==> config.mk <==
export PLATFORM = sky130hd
export DESIGN_NAME = pipe_ctrl
export DESIGN_NICKNAME = d
export VERILOG_FILES = /design/src/rtl/pipe_ctrl.sv
export SDC_FILE = /design/constraint.sdc
export NUM_CORES = 1
export LEC_CHECK = 0
export BUFFER_PORTS_ARGS = -buffer_cell sky130_fd_sc_hd__buf_2
export CAP_MARGIN = 40
export CORE_AREA = 5 5 138 74
export CTS_CLUSTER_SIZE = 14
export DETAILED_ROUTE_END_ITERATION = 16
export DIE_AREA = 0 0 143 79
export PLACE_DENSITY = 0.83
export SYNTH_ARGS = -nofsm -noshare
export SYNTH_HDL_FRONTEND = slang
export SYNTH_SLANG_ARGS = --single-unit
==> constraint.sdc <==
create_clock -name CLK -period 3.64 [get_ports CLK]
set_input_delay 0.182 -clock CLK [delete_from_list [all_inputs] [get_ports CLK]]
set_output_delay 0.182 -clock CLK [all_outputs]
set_load 0.01 [all_outputs]
==> src/rtl/pipe_ctrl.sv <==
// Pipeline hazard/exception controller with halt drain FSM
// and free-running performance counters.
module pipe_ctrl #(
  parameter int CNT_W = 32
) (
  input  logic             CLK,
  input  logic             RST_N,
  input  logic [3:0]       D_icode,
  input  logic [3:0]       d_srcA,
  input  logic [3:0]       d_srcB,
  input  logic [3:0]       E_icode,
  input  logic [3:0]       E_dstM,
  input  logic             e_Cnd,
  input  logic [3:0]       M_icode,
  input  logic [2:0]       m_stat,
  input  logic [2:0]       W_stat,
  output logic             F_stall,
  output logic             D_stall,
  output logic             D_bubble,
  output logic             E_bubble,
  output logic             M_bubble,
  output logic             W_stall,
  output logic             set_cc,
  output logic [2:0]       proc_stat,
  output logic             halted,
  output logic [CNT_W-1:0] cyc_cnt,
  output logic [CNT_W-1:0] stall_cnt,
  output logic [CNT_W-1:0] flush_cnt
);

  localparam logic [3:0] I_MRMOVQ = 4'h5;
  localparam logic [3:0] I_OPQ    = 4'h6;
  localparam logic [3:0] I_JXX    = 4'h7;
  localparam logic [3:0] I_RET    = 4'h9;
  localparam logic [3:0] I_POPQ   = 4'hB;
  localparam logic [3:0] R_NONE   = 4'hF;

  localparam logic [2:0] S_AOK = 3'd1;
  localparam logic [2:0] S_HLT = 3'd2;
  localparam logic [2:0] S_ADR = 3'd3;
  localparam logic [2:0] S_INS = 3'd4;

  typedef enum logic [1:0] {
    RUN   = 2'd0,
    DRAIN = 2'd1,
    STOP  = 2'd2
  } state_t;

  state_t state, state_nx;

  logic load_use;
  logic ret_pend;
  logic mispred;
  logic exc_m;
  logic exc_w;
  logic run_en;

  assign load_use = ((E_icode == I_MRMOVQ) ||
                     (E_icode == I_POPQ)) &&
                    (E_dstM != R_NONE) &&
                    ((E_dstM == d_srcA) ||
                     (E_dstM == d_srcB));

  assign ret_pend = (D_icode == I_RET) ||
                    (E_icode == I_RET) ||
                    (M_icode == I_RET);

  assign mispred = (E_icode == I_JXX) && !e_Cnd;

  assign exc_m = (m_stat == S_HLT) ||
                 (m_stat == S_ADR) ||
                 (m_stat == S_INS);

  assign exc_w = (W_stat == S_HLT) ||
                 (W_stat == S_ADR) ||
                 (W_stat == S_INS);

  assign run_en = (state != STOP);

  always_comb begin
    state_nx = state;
    F_stall  = load_use || ret_pend;
    D_stall  = load_use;
    // a mispredict squashes decode even under load-use
    D_bubble = mispred || (ret_pend && !load_use);
    E_bubble = mispred || load_use;
    M_bubble = exc_m || exc_w;
    W_stall  = exc_w;
    set_cc   = (E_icode == I_OPQ) && !exc_m && !exc_w;
    unique case (state)
      RUN: begin
        if (exc_w)
          state_nx = STOP;
        else if (exc_m)
          state_nx = DRAIN;
      end
      DRAIN: begin
        set_cc = 1'b0;
        if (exc_w)
          state_nx = STOP;
      end
      STOP: begin
        F_stall  = 1'b1;
        D_stall  = 1'b1;
        D_bubble = 1'b0;
        E_bubble = 1'b0;
        M_bubble = 1'b1;
        W_stall  = 1'b1;
        set_cc   = 1'b0;
      end
      default: state_nx = RUN;
    endcase
  end

  always_ff @(posedge CLK) begin
    if (!RST_N) begin
      state     <= RUN;
      halted    <= 1'b0;
      proc_stat <= S_AOK;
      cyc_cnt   <= '0;
      stall_cnt <= '0;
      flush_cnt <= '0;
    end else begin
      state <= state_nx;
      if (run_en && state_nx == STOP) begin
        halted    <= 1'b1;
        proc_stat <= W_stat;
      end
      if (run_en) begin
        cyc_cnt <= cyc_cnt + CNT_W'(1);
        if (F_stall)
          stall_cnt <= stall_cnt + CNT_W'(1);
        if (mispred)
          flush_cnt <= flush_cnt + CNT_W'(1);
      end
    end
  end

endmodule

==> results, run 1 <==
- The area growth from synthesis to final layout is 22.6%.
- The number of antenna violations at the first check in global routing is 0.
- The share of synthesized area occupied by flip-flops and latches is 0.421.
- The count of flip-flops with a built-in enable after synthesis is 0.
- The count of TritonRoute iterations in the first routing pass is 5.
- The worst endpoint required time is 3.86 ns.
- Once detailed placement completed, the half-perimeter wirelength came to 10300 um.
- The final hold violation count is 0.
- The path class of the tightest hold or removal check is in2reg.
- The antenna diode instance count is 0.
- Traced cell by cell, the critical path runs through inv_1 > ha_1 > nor2b_1 > nand3_1 > nor4_1 > nand3_1 > xor2_1 > nor2_1.
- The average routed wire per standard cell is 16.6 um.
- The element type at the critical path start is a flip-flop.
- The largest driver fanout on the critical path is 12.
- The capturing element type of the critical path is a flip-flop.
- The global routing stage identified its most utilized layer as met2.
- The floorplan step defined a die boundary enclosing 0.0113 mm2.
- The DRC violation total after the first TritonRoute iteration is 269.
- The post-CTS setup-driven buffer insertion count is 0.
- In the post-synthesis netlist, the biggest area contributors are dfxtp_1 (42%), xnor2_1 (6.3%), xor2_1 (5.8%).
- The type of the worst setup path is reg2reg.
- At the end of routability-driven placement, the weighted congestion stood at 0.846.
- Across every metal layer, demand over resource in global routing totals 0.239.
- Counting tap cells, the placed design contains a total of 805 instances.
- The normalized max-slew margin is 0.324.
- The area fraction of the dominant cell type after synthesis is 0.421.
- CTS placed an instance of clkbuf_16 at the clock tree root.
- The clock period minus worst slack is 2.81 ns.
- In the finished design, the share of the clock period the worst path needs comes to 0.771.
- The setup slack at placement is 0.924 ns.
- The number of antenna-violating nets in the routed design is 0.
- The routed design has 13600 um of wire.
- Setup violations remaining at the end of the flow were counted as 0.
- The Yosys step of the flow raised 0 warnings.
- The I/O pin count is 140.
- Counting buffers and inverters, the worst setup path is 8 cells deep.
- Hold repair after CTS inserted 0 buffers.
- The total overflow left after global routing is 0.
- The clock tree from TritonCTS is done.
- The CTS H-tree depth is 3.
- The power per cell area is 385 mW/mm2.
- The synthesized netlist contains 47 unique library cells.
- At the end of the flow, the number of nets in the layout was 735.
- The pin count of the biggest net entering global routing is 46.
- The core region is 0.00904 mm2.
- The die is 143 um wide.
- Based on the critical path, the design can be clocked at up to 356 MHz.
- Counting every net in the synthesized netlist gives 604.
- On the critical path the largest part of the delay comes from simple AND/OR/NAND/NOR gates.
- The met1 demand-to-capacity share in global routing is 0.329.
- The fraction of final layout cells with drive strength greater than 1 is 0.240.
- The CTS sink count is 102.
- For this configuration, the core starts out at a cell density of 0.536.
- No sink is reached through more buffers than the 2 on the longest clock path.
- The first global-routing pass estimated 21700 um of wire.
- The cell area that synthesis handed to floorplanning was 0.00485 mm2.
- The dominant synthesized flop cell is dfxtp_1.
- The final number of max-transition violations is 0.
- The maximum vdd ir drop is 303 uV.
- In the routed design, unresolved DRC markers number 0.
- The number of standard cells after synthesis is 564.
- The number of I/O port buffers is 139.
- The number of gates resized after CTS was 0.
- The detailed-route vias per instance is 5.74.
- The row count is 25.
- The flow ran to the end, and the final reports show no timing, DRC or antenna violations.
- The number of clock buffers added by TritonCTS is 9.
- The fraction of registers with async set/reset is 0.
- The largest clock skew in the final design is 0.0112 ns.
- The critical path data arrival time is 3.03 ns.
- The slowest stage cell on the critical path is nor4_1.
- The transition time at the pin with the least slew margin is 1.00 ns.
- The clock reaches the later pin of the worst-skew pair after 0.34 ns.
- Fill cells in the final layout number 755.
- For met3 alone, demand over resource in global routing was 0.0680.
- The met2 track utilization from global routing is 0.369.
- Across the run, the number of max-cap violations was 0.
- Setup repair after global routing left no endpoint under its margin.
- The clock input transition at the sequential cells of the worst setup and hold paths is 0.07 ns.
- Counting stages on the worst path, the most repeated cell is nand3_1.
- The post-route worst setup slack is 0.834 ns.
- For this block, the via count after detailed routing is 4708.
- For this run, the slowest stage of the critical path takes 0.87 ns.
- The largest area contributor in the netlist is dfxtp_1.
- The worst hold path was traced through 3 stages.
- After synthesis the netlist holds a flip-flop and latch count of 102.
- The number of global-route vias before repair is 4341.
- Averaged over all synthesized cells, the footprint is 8.59 um2.
- Adding up every negative setup slack in the final design gives 0 ns.
- The depth of the worst register-to-register path is 8.
- The static leakage is 2.54 nW.
- The non-filler instance count after layout is 820.
- The die outline height is 79 um.
- The buffering stage count on the worst path with inverters included is 1.
## layout make-up
cell class | instances | area [um2] | area share
Inverter | 16 | 60.1 | 0.0101
Clock buffer | 11 | 253 | 0.0425
Tap cell | 121 | 151 | 0.0255
Timing Repair Buffer | 142 | 731 | 0.123
Multi-Input combinational cell | 424 | 2650 | 0.446
Sequential cell | 102 | 2040 | 0.344
Clock inverter | 4 | 55.1 | 0.00926
## cells by family after synthesis
logic type | count (synthesis) | synth area share
buf+inv | 38 | 0.0317
compound gates | 70 | 0.0883
xor+xnor | 67 | 0.121
fa+ha+maj | 7 | 0.0181
simple gates | 267 | 0.292
flops | 102 | 0.421
mux | 13 | 0.0274
## layer usage
layer	vias up	share of wire
met2	188	0.44
met1	2248	0.46
met4	0	0.014
met3	19	0.085
met5	-	0
li1	2253	-
## stage by stage
step            util  power, mW  area (um2)  hold slack [ns]
2_1_floorplan      -       1.26        4850            0.307
3_3_place_gp   0.621       1.31        5620            0.414
3_5_place_dp   0.623       1.32        5640            0.440
4_1_cts        0.657       2.31        5940           0.0780
5_1_grt        0.657       2.37        5940           0.0767
6_report       0.657       2.29        5940           0.0879
## flip-flops by register name, summed over array words and instances, names as in the netlist
name and flops:
cyc_cnt 32, state 2, proc_stat 3, halted 1, stall_cnt 32, flush_cnt 32
## power by group
| part | total (mW) | switching (mW) | leakage [nW] | internal [mW] |
|---|---|---|---|---|
| clock | 0.989 | 0.418 | 0.148 | 0.571 |
| sequential | 1.14 | 0.0150 | 0.823 | 1.13 |
| combinational | 0.158 | 0.0939 | 1.57 | 0.0641 |
| total | 2.29 | 0.527 | 2.54 | 1.76 |
## placed cells by master (no fill, tap or decap), drive strengths merged, types with 19 or more instances in the layout
cell type	Yosys	routed
buf	5	142
dfxtp	102	102
nor2	73	73
nand2	50	50
xnor2	35	35
nand3	32	32
xor2	32	32
a21oi	27	27
nand4	19	19
## worst paths after layout
| check | to | start | slack, ns |
|---|---|---|---|
| max | cyc_cnt[30]$_SDFFE_PN0P_ | state[0]$_SDFF_PN0_ | 0.83 |
| min | proc_stat[0]$_SDFFE_PN1P_ | W_stat[0] | 0.09 |
| max reg2reg | cyc_cnt[30]$_SDFFE_PN0P_ | state[0]$_SDFF_PN0_ | 0.83 |
| min reg2reg | halted$_SDFFE_PN0P_ | halted$_SDFFE_PN0P_ | 0.47 |
## worst register-to-register path, cell delays in order, from the launching register on
cell	delay (ns)
dfxtp_1	0.40
inv_1	0.09
ha_1	0.35
nor2b_1	0.33
nand3_1	0.24
nor4_1	0.87
nand3_1	0.19
xor2_1	0.17
nor2_1	0.05
## Yosys cell counts, types with 3 or more instances
| library cell | count |
|---|---|
| dfxtp_1 | 102 |
| nor2_1 | 73 |
| nand2_1 | 49 |
| xnor2_1 | 35 |
| nand3_1 | 32 |
| xor2_1 | 32 |
| a21oi_1 | 27 |
| nand4_1 | 19 |
| and3_1 | 17 |
| clkbuf_1 | 17 |
| inv_1 | 16 |
| o21ai_0 | 16 |
| or3_1 | 15 |
| and4_1 | 11 |
| mux2i_1 | 11 |
| or4_1 | 11 |
| nand2b_1 | 8 |
| nor3_1 | 8 |
| ha_1 | 7 |
| o31ai_1 | 6 |
| o211ai_1 | 5 |
| a211oi_1 | 4 |
| nor4_1 | 4 |
| buf_2 | 3 |
| nor2b_1 | 3 |
| nor4bb_1 | 3 |
| or3b_1 | 3 |
Power figures use the tool's default switching activity.
==> run 2: changes to the inputs <==
==> config.mk (replaced) <==
export PLATFORM = sky130hd
export DESIGN_NAME = pipe_ctrl
export DESIGN_NICKNAME = d
export VERILOG_FILES = /design/src/rtl/pipe_ctrl.sv
export SDC_FILE = /design/constraint.sdc
export NUM_CORES = 1
export LEC_CHECK = 0
export ABC_AREA = 1
export BUFFER_PORTS_ARGS = -buffer_cell sky130_fd_sc_hd__buf_2
export CAP_MARGIN = 40
export CORE_AREA = 5 5 160 85
export CTS_CLUSTER_SIZE = 14
export DETAILED_ROUTE_END_ITERATION = 16
export DIE_AREA = 0 0 165 90
export PLACE_DENSITY = 0.75
export SYNTH_ARGS = -nofsm -noshare
export SYNTH_HDL_FRONTEND = slang
export SYNTH_SLANG_ARGS = --single-unit
==> constraint.sdc (replaced) <==
create_clock -name CLK -period 2.29 [get_ports CLK]
set_input_delay 0.1145 -clock CLK [delete_from_list [all_inputs] [get_ports CLK]]
set_output_delay 0.1145 -clock CLK [all_outputs]
set_load 0.01 [all_outputs]
==> results, run 2 <==
- The run finished with clean final reports.
- Synthesis produced a netlist whose cell count is 922.
- The largest clock skew in the final design is 0.0100 ns.
- The maximum operating frequency is 477 MHz.
- The average cell area after synthesis is 6.27 um2.
- The core region is 0.0122 mm2.
- The area of the multi-input gates is 0.00323 mm2.
- The global routing usage summed across all routing layers is 0.220.
- In the layout the commonest cells are nand2_1 (248), nor2_1 (174), buf_2 (139).
- Of the post-synthesis cell area, the dominant cell type holds 0.353.
- The worst register-to-register path has a depth of 10.
- The die width is 165 um.
- In this run the power density over the cells is 534 mW/mm2.
- The repair_antennas step left the layout with diodes totalling 0.
- Sorting the synthesized cells by area gives the leading types as dfxtp_1 (35%), nand2_1 (16%), nor2_1 (11%).
- The cell with the most instances after synthesis is nand2_1.
- The path category of the worst min-delay check is in2reg.
- Counting flops with an async set or reset pin after synthesis yields a share of 0.
- The cell area that synthesis handed to floorplanning was 0.00578 mm2.
- During placement, the flow inserted port buffers numbering 139.
- The HPWL after detailed placement is 12600 um.
- The CTS sink count is 102.
- In the final design database the tool counted 1098 nets.
- Across the run, the number of max-cap violations was 0.
- Summed over all instances, the cell type with the most area after synthesis is dfxtp_1.
- In this run, the number of DRC markers left after iteration 0 of detailed routing was 591.
- The worst slack on hold paths is 0.0477 ns.
- In this run, synthesis produced a sequential element count of 102.
- After clock tree synthesis, the clock-pin slew on the worst setup and hold paths is 0.07 ns.
- The latest clock arrival within the worst-skew pair is 0.34 ns.
- The origin of the worst setup path is state[0]$_SDFF_PN0_.
- The post-CTS setup-driven buffer insertion count is 0.
- The total setup violations reported at the end of the flow is 0.
- The number of antenna violations at the first check in global routing was 2.
- The critical path in this run is classified as reg2out.
- The largest registers in the layout are cyc_cnt: 32 flops, flush_cnt: 32 flops, stall_cnt: 32 flops.
- After global routing the overflow that remains totals 0.
- CTS built an H-tree with a depth of 3.
- Across all layers, the routed design uses 6171 vias.
- The number of different library cells used by synthesis comes to 37.
- Headroom to the max-slew limit came out at 0.485.
- For the worst setup path, the data required time is 2.18 ns.
- The final weighted congestion in routability-driven placement is 0.946.
- Pin placement for this block handled 140 I/O pins.
- The first detailed-routing pass took 5 iterations.
- The maximum buffer depth of the clock tree is 2.
- The capturing point of the worst reg2reg path is flush_cnt[26]$_SDFFE_PN0P_.
- The worst setup path is launched from a flip-flop.
- By count the netlist is led by nand2_1 (248), nor2_1 (174), dfxtp_1 (102), inv_1 (102), nand3_1 (71).
- The origin of the critical flop-to-flop path is state[0]$_SDFF_PN0_.
- The routed design has 16500 um of wire.
- The library cell used most frequently in the layout, excluding fill and tap cells, is nand2_1.
- From synthesis to final layout, the design area changed by 20.0%.
- After detailed placement, the total cell area comes to 0.00663 mm2.
- Once the clock tree was built, the resizer swapped 0 gates to a different size.
- The DRC violation count after routing is 0.
- The critical path data arrival time is 1.98 ns.
- The total nets after synthesis is 962.
- For this configuration, the core starts out at a cell density of 0.474.
- The total negative slack for setup checks is 0 ns.
- The clock period could shrink to 2.10 ns.
- The maximum vdd ir drop is 293 uV.
- The global-route wire length before repair is 27200 um.
- The clock buffer count from CTS is 9.
- The number of antenna-violating nets in the routed design is 0.
- The last element of the critical path is M_bubble.
- The share of the Yosys chip area taken by registers is 0.353.
- The register cell area after layout is 0.00204 mm2.
- For flop-to-flop paths, the worst setup slack is 0.35 ns.
- The final cell utilization of the core is 0.569.
- The post-layout total power is 3.71 mW.
- The tree is rooted in a clkbuf_16.
- The count of flip-flops with a built-in enable after synthesis is 0.
- The largest driver fanout on the critical path is 17.
- For this run, the number of Yosys warnings is 0.
- The final number of max-transition violations is 0.
- The final hold violation count is 0.
- The detailed-route vias per instance is 5.00.
- The total non-filler cell area in the finished layout is 0.00694 mm2.
- The floorplan step defined a die boundary enclosing 0.0149 mm2.
- The capturing element type of the critical path is an output pin.
- The clock tree from TritonCTS is done.
- The static leakage is 3.21 nW.
- The pin count of the biggest net entering global routing is 74.
- The dominant synthesized flop cell is dfxtp_1.
- From bottom edge to top edge, the die measures 90 um.
- The transition time at the pin with the least slew margin is 0.773 ns.
- The fraction of final layout cells with drive strength greater than 1 is 0.183.
- Counting the fill cells in the layout gives 1275.
- The row count is 29.
- The number of global-route vias before repair was 5439.
- Setup repair after global routing left no endpoint under its margin.
- The average routed wire per standard cell is 13.4 um.
- Dividing the final minimum period by the clock period gives 0.916.
run 2: cell count changes in the layout (fill, tap and decap cells not counted), moves of 15 or more:
cell,before,now
nor2_1,73,174
nand2_1,49,248
and3_1,17,0
or3_1,15,0
nand3_1,32,71
xor2_1,32,8
inv_1,15,102
a21oi_1,27,66
xnor2_1,35,4
run 2: cell families (layout without fill, tap and decap cells):
logic type | count (synthesis) | count (layout) | synth area share
buffers and inverters | 128 | 269 | 0.0874
adders and majority gates | 7 | 7 | 0.0152
xor gates and xnor gates | 12 | 12 | 0.0182
and+or+nand+nor | 575 | 575 | 0.439
AOI/OAI and AO/OA | 98 | 98 | 0.0870
DFF | 102 | 102 | 0.353
run 2: worst min-delay path by stage:
stage                           endpoint  slack (ns)  cells past startpoint  startpoint
2_1_floorplan  proc_stat[0]$_SDFFE_PN1P_        0.23                      2   W_stat[0]
3_3_place_gp   proc_stat[0]$_SDFFE_PN1P_        0.33                      3   W_stat[0]
3_5_place_dp   proc_stat[0]$_SDFFE_PN1P_        0.35                      3   W_stat[0]
4_1_cts        proc_stat[2]$_SDFFE_PN0P_        0.03                      3   W_stat[2]
5_1_grt        proc_stat[1]$_SDFFE_PN0P_        0.06                      3   W_stat[1]
6_report       proc_stat[2]$_SDFFE_PN0P_        0.05                      3   W_stat[2]
run 2: where the power goes:
part | leakage, nW | switching [mW] | internal [mW] | total (mW)
Sequential | 0.823 | 0.0214 | 1.80 | 1.82
Clock | 0.143 | 0.681 | 0.885 | 1.57
Combinational | 2.24 | 0.210 | 0.112 | 0.322
run 2: cell type report:
cell class              instances  share of cell area
clock buffers                  12              0.0355
well taps                     170              0.0307
flip-flops and latches        102               0.294
inverters                     108              0.0586
multi-input cells             692               0.466
repair buffers                145               0.107
clock inverters                 4             0.00793
run 2: timing repair:
action,in CTS,in global routing
hold buffers,1,0
setup endpoints to repair,0,0
endpoints found under the hold margin,1,0
run 2: critical path: stages, from the launching register on:
cell and delay, ns:
dfxtp_1 0.39, inv_1 0.10, ha_1 0.24, clkinv_2 0.09
buf_4 0.24, nand2_1 0.13, or2_2 0.31, buf_2 0.14
run 2: routing by layer:
layer	routed length [um]	track usage
met5	27	0
met3	1600	0.0608
met1	8640	0.352
met2	6060	0.287
met4	156	0.0429
run 2: metrics by stage:
stage | instances | worst slack [ns]
floorplan | 922 | 0.599
global placement | 1216 | 0.434
detailed placement | 1216 | 0.359
CTS | 1233 | 0.204
global route | 1233 | 0.0348
finish | 1233 | 0.192
==> run 3: changes to the inputs <==
--- a/config.mk
+++ b/config.mk
@@ -8,11 +8,13 @@
 export ABC_AREA = 1
 export BUFFER_PORTS_ARGS = -buffer_cell sky130_fd_sc_hd__buf_2
 export CAP_MARGIN = 40
-export CORE_AREA = 5 5 160 85
+export CELL_PAD_IN_SITES_DETAIL_PLACEMENT = 0
+export CELL_PAD_IN_SITES_GLOBAL_PLACEMENT = 2
+export CORE_AREA = 5 5 210 110
 export CTS_CLUSTER_SIZE = 14
 export DETAILED_ROUTE_END_ITERATION = 16
-export DIE_AREA = 0 0 165 90
-export PLACE_DENSITY = 0.75
+export DIE_AREA = 0 0 215 115
+export PLACE_DENSITY = 0.78
 export SYNTH_ARGS = -nofsm -noshare
 export SYNTH_HDL_FRONTEND = slang
 export SYNTH_SLANG_ARGS = --single-unit
==> constraint.sdc (replaced) <==
create_clock -name CLK -period 2.25 [get_ports CLK]
set_input_delay 0.1125 -clock CLK [delete_from_list [all_inputs] [get_ports CLK]]
set_output_delay 0.1125 -clock CLK [all_outputs]
set_load 0.01 [all_outputs]
==> results, run 3 (synthesis results as in run 2) <==
- The number of global-route vias before repair is 5337.
- The static leakage is 3.25 nW.
- Pin placement for this block handled 140 I/O pins.
- The maximum buffer depth of the clock tree is 2.
- At the pin with the least slew margin, the transition time is 0.477 ns.
- Walking the worst path, the cells encountered are inv_1 > ha_1 > clkinv_2 > buf_6 > nand2_1 > or2_2 > buf_2.
- Detailed placement finished with a half-perimeter wire length of 15500 um.
- The number of vias after detailed routing is 6086.
- The number of maximum-capacitance constraint violations is 0.
- The cell family contributing the most delay on the critical path is buffers and inverters.
- The number of antenna-violating nets in the routed design is 0.
- Setup repair after global routing left no endpoint under its margin.
- After floorplanning, the core was sized to cover 0.0212 mm2.
- The reg2reg setup slack is 0.26 ns.
- The critical path is of the reg2out type.
- Data on the critical path arrives at its endpoint at 1.98 ns.
- In the global route stage, overall resource usage came out at 0.157.
- The largest registers in the layout are cyc_cnt: 32 flops, flush_cnt: 32 flops, stall_cnt: 32 flops.
- The latest clock arrival within the worst-skew pair is 0.35 ns.
- In the routed design, unresolved DRC markers number 0.
- The number of cells on the worst hold path is 3.
- The detailed router finished its first iteration with 553 violations.
- The source of the worst hold timing path is W_stat[2].
- In the final layout, the share of cells above drive strength 1 is 0.188.
- The fraction of power spent switching nets is 0.253.
- The number of I/O port buffers is 139.
- The largest clock skew in the final design is 0.00871 ns.
- The endpoint of the worst hold-timing path is proc_stat[2]$_SDFFE_PN0P_.
- Along the worst path, the maximum fanout reaches 17.
- The portion of the clock cycle consumed by the worst path in the final layout is 0.931.
- The H-tree was split into 3 levels.
- The commonest non-fill, non-tap cell in the layout is nand2_1.
- The clock share of power is 0.442.
- The die outline height is 115 um.
- The depth of the worst register-to-register path is 10.
- Once layout is done, the placed cells without fillers occupy 0.00715 mm2.
- The routed design has 19700 um of wire.
- The antenna diode instance count is 0.
- Setup violations remaining at the end of the flow were counted as 0.
- The global-route wire length before repair is 31000 um.
- Once the clock tree was built, the setup fixing pass inserted 0 buffers.
- The worst endpoint required time is 2.14 ns.
- The maximum vdd ir drop is 304 uV.
- For this run, the top clock speed supported by timing is 478 MHz.
- STA classifies the critical path endpoint as an output pin.
- The sequential power share is 0.467.
- The clock tree from TritonCTS is done.
- The CTS sink count is 102.
- After clock tree synthesis, the clock-pin slew on the worst setup and hold paths is 0.07 ns.
- The die width is 215 um.
- The final hold violation count came to 0.
- Setup total negative slack on the finished layout was measured at 0 ns.
- The longest individual stage delay on the worst path is 0.39 ns.
- The path category of the worst min-delay check is in2reg.
- The share of power burned in combinational logic is 0.091.
- Compared with the post-synthesis result, the final layout area differs by 23.7%.
- The internal power consumption is 2.96 mW.
- The placed cell area is 0.00681 mm2.
- The starting density of the core is 0.273.
- The pin count of the biggest net entering global routing is 52.
- Routability-driven placement finished with a final weighted congestion of 0.818.
- The library cells used most frequently in the layout, excluding fill and tap cells, are nand2_1 (248), nor2_1 (174), buf_2 (139).
- In the final routed layout, each cell accounts on average for 14.6 um.
- The number of nets in the finished design is 1101.
- After detailed routing, the number of vias per cell comes to 4.52.
- The power per cell area is 554 mW/mm2.
- The row count is 38.
- The clock period minus worst slack is 2.09 ns.
- In this run the critical register-to-register path is launched from stall_cnt[1]$_SDFFE_PN0P_.
- The normalized max-slew margin is 0.682.
- The leftover overflow at the end of global routing is 0.
- For this design the total switching power over the nets is 1.00 mW.
- The flow ran to the end, and the final reports show no timing, DRC or antenna violations.
- The clock buffer count from CTS is 9.
- The capturing point of the worst reg2reg path is stall_cnt[24]$_SDFFE_PN0P_.
- The element type at the critical path start is a flip-flop.
- The buffer type at the clock tree root is clkbuf_16.
- The final number of max-transition violations is 0.
- The die covers 0.0247 mm2.
- The buffering stage count on the worst path with inverters included is 4.
- The count of TritonRoute iterations in the first routing pass is 5.
- The slowest stage cell on the critical path is dfxtp_1.
- The number of antenna violations at the first check in global routing is 0.
[run 3: cell types whose count changed in the layout (fill, tap and decap cells not counted), sizes merged]
cell,previous run,this run
buf,144,147
clkbuf,12,10
clkinv,2,4
bufinv,1,2
clkinvlp,1,0
[run 3: through the flow]
stage	worst slack [ns]	util	power, mW	hold WS [ns]	instances
5_1_grt	0.0176	0.338	4.15	0.0332	1346
6_report	0.156	0.338	3.96	0.0381	1346
3_5_place_dp	0.265	0.322	2.26	0.341	1329
2_1_floorplan	0.559	-	2.10	0.226	922
3_3_place_gp	0.318	0.321	2.25	0.341	1328
4_1_cts	0.0453	0.338	4.04	0.0222	1346
[run 3: power groups by stage]
stage                     clock network [mW]  logic (mW)  registers [mW]
after floorplan                            0       0.206            1.90
after global placement                     0       0.360            1.89
after detailed placement                   0       0.364            1.89
after CTS                               1.83       0.366            1.85
after global routing                    1.89       0.408            1.85
final                                   1.75       0.361            1.85
[run 3: worst min-delay path: cells and delay by family]
kind / cells / cell delay [ns]
buffers and inverters: 1 / 0.11
AND/OR/NAND/NOR: 1 / 0.06
AO/OA/AOI/OAI: 1 / 0.05
[run 3: cell type report]
cell class,instances,area (um2)
Clock buffer,10,239
Clock inverter,6,83.8
Fill cell,2354,14000
Inverter,108,407
Multi-Input combinational cell,692,3230
Sequential cell,102,2040
Tap cell,280,350
Timing Repair Buffer,148,795
[run 3: how the worst max path moves through the flow]
| stage | from | endpoint | slack (ns) | depth (start not counted) |
|---|---|---|---|---|
| 3_3_place_gp | state[0]$_SDFF_PN0_ | flush_cnt[29]$_SDFFE_PN0P_ | 0.32 | 10 |
| 4_1_cts | state[0]$_SDFF_PN0_ | D_bubble | 0.05 | 7 |
| 6_report | state[0]$_SDFF_PN0_ | M_bubble | 0.16 | 7 |
| 5_1_grt | state[0]$_SDFF_PN0_ | M_bubble | 0.02 | 7 |
| 3_5_place_dp | state[0]$_SDFF_PN0_ | flush_cnt[29]$_SDFFE_PN0P_ | 0.27 | 10 |
| 2_1_floorplan | state[0]$_SDFF_PN0_ | flush_cnt[29]$_SDFFE_PN0P_ | 0.56 | 10 |
[run 3: metal layers]
metal / vias up / global-route usage / wire length (um)
li1: 3219 / - / -
met4: 0 / 0.0192 / 95
met5: - / 0 / 0
met1: 2691 / 0.266 / 11400
met3: 10 / 0.0387 / 1340
met2: 166 / 0.194 / 6930
[run 3: what timing repair did]
item,4_1_cts,5_1_grt
setup endpoints to repair,0,2
endpoints found under the hold margin,1,0
hold buffers,1,0
resized for setup,0,1
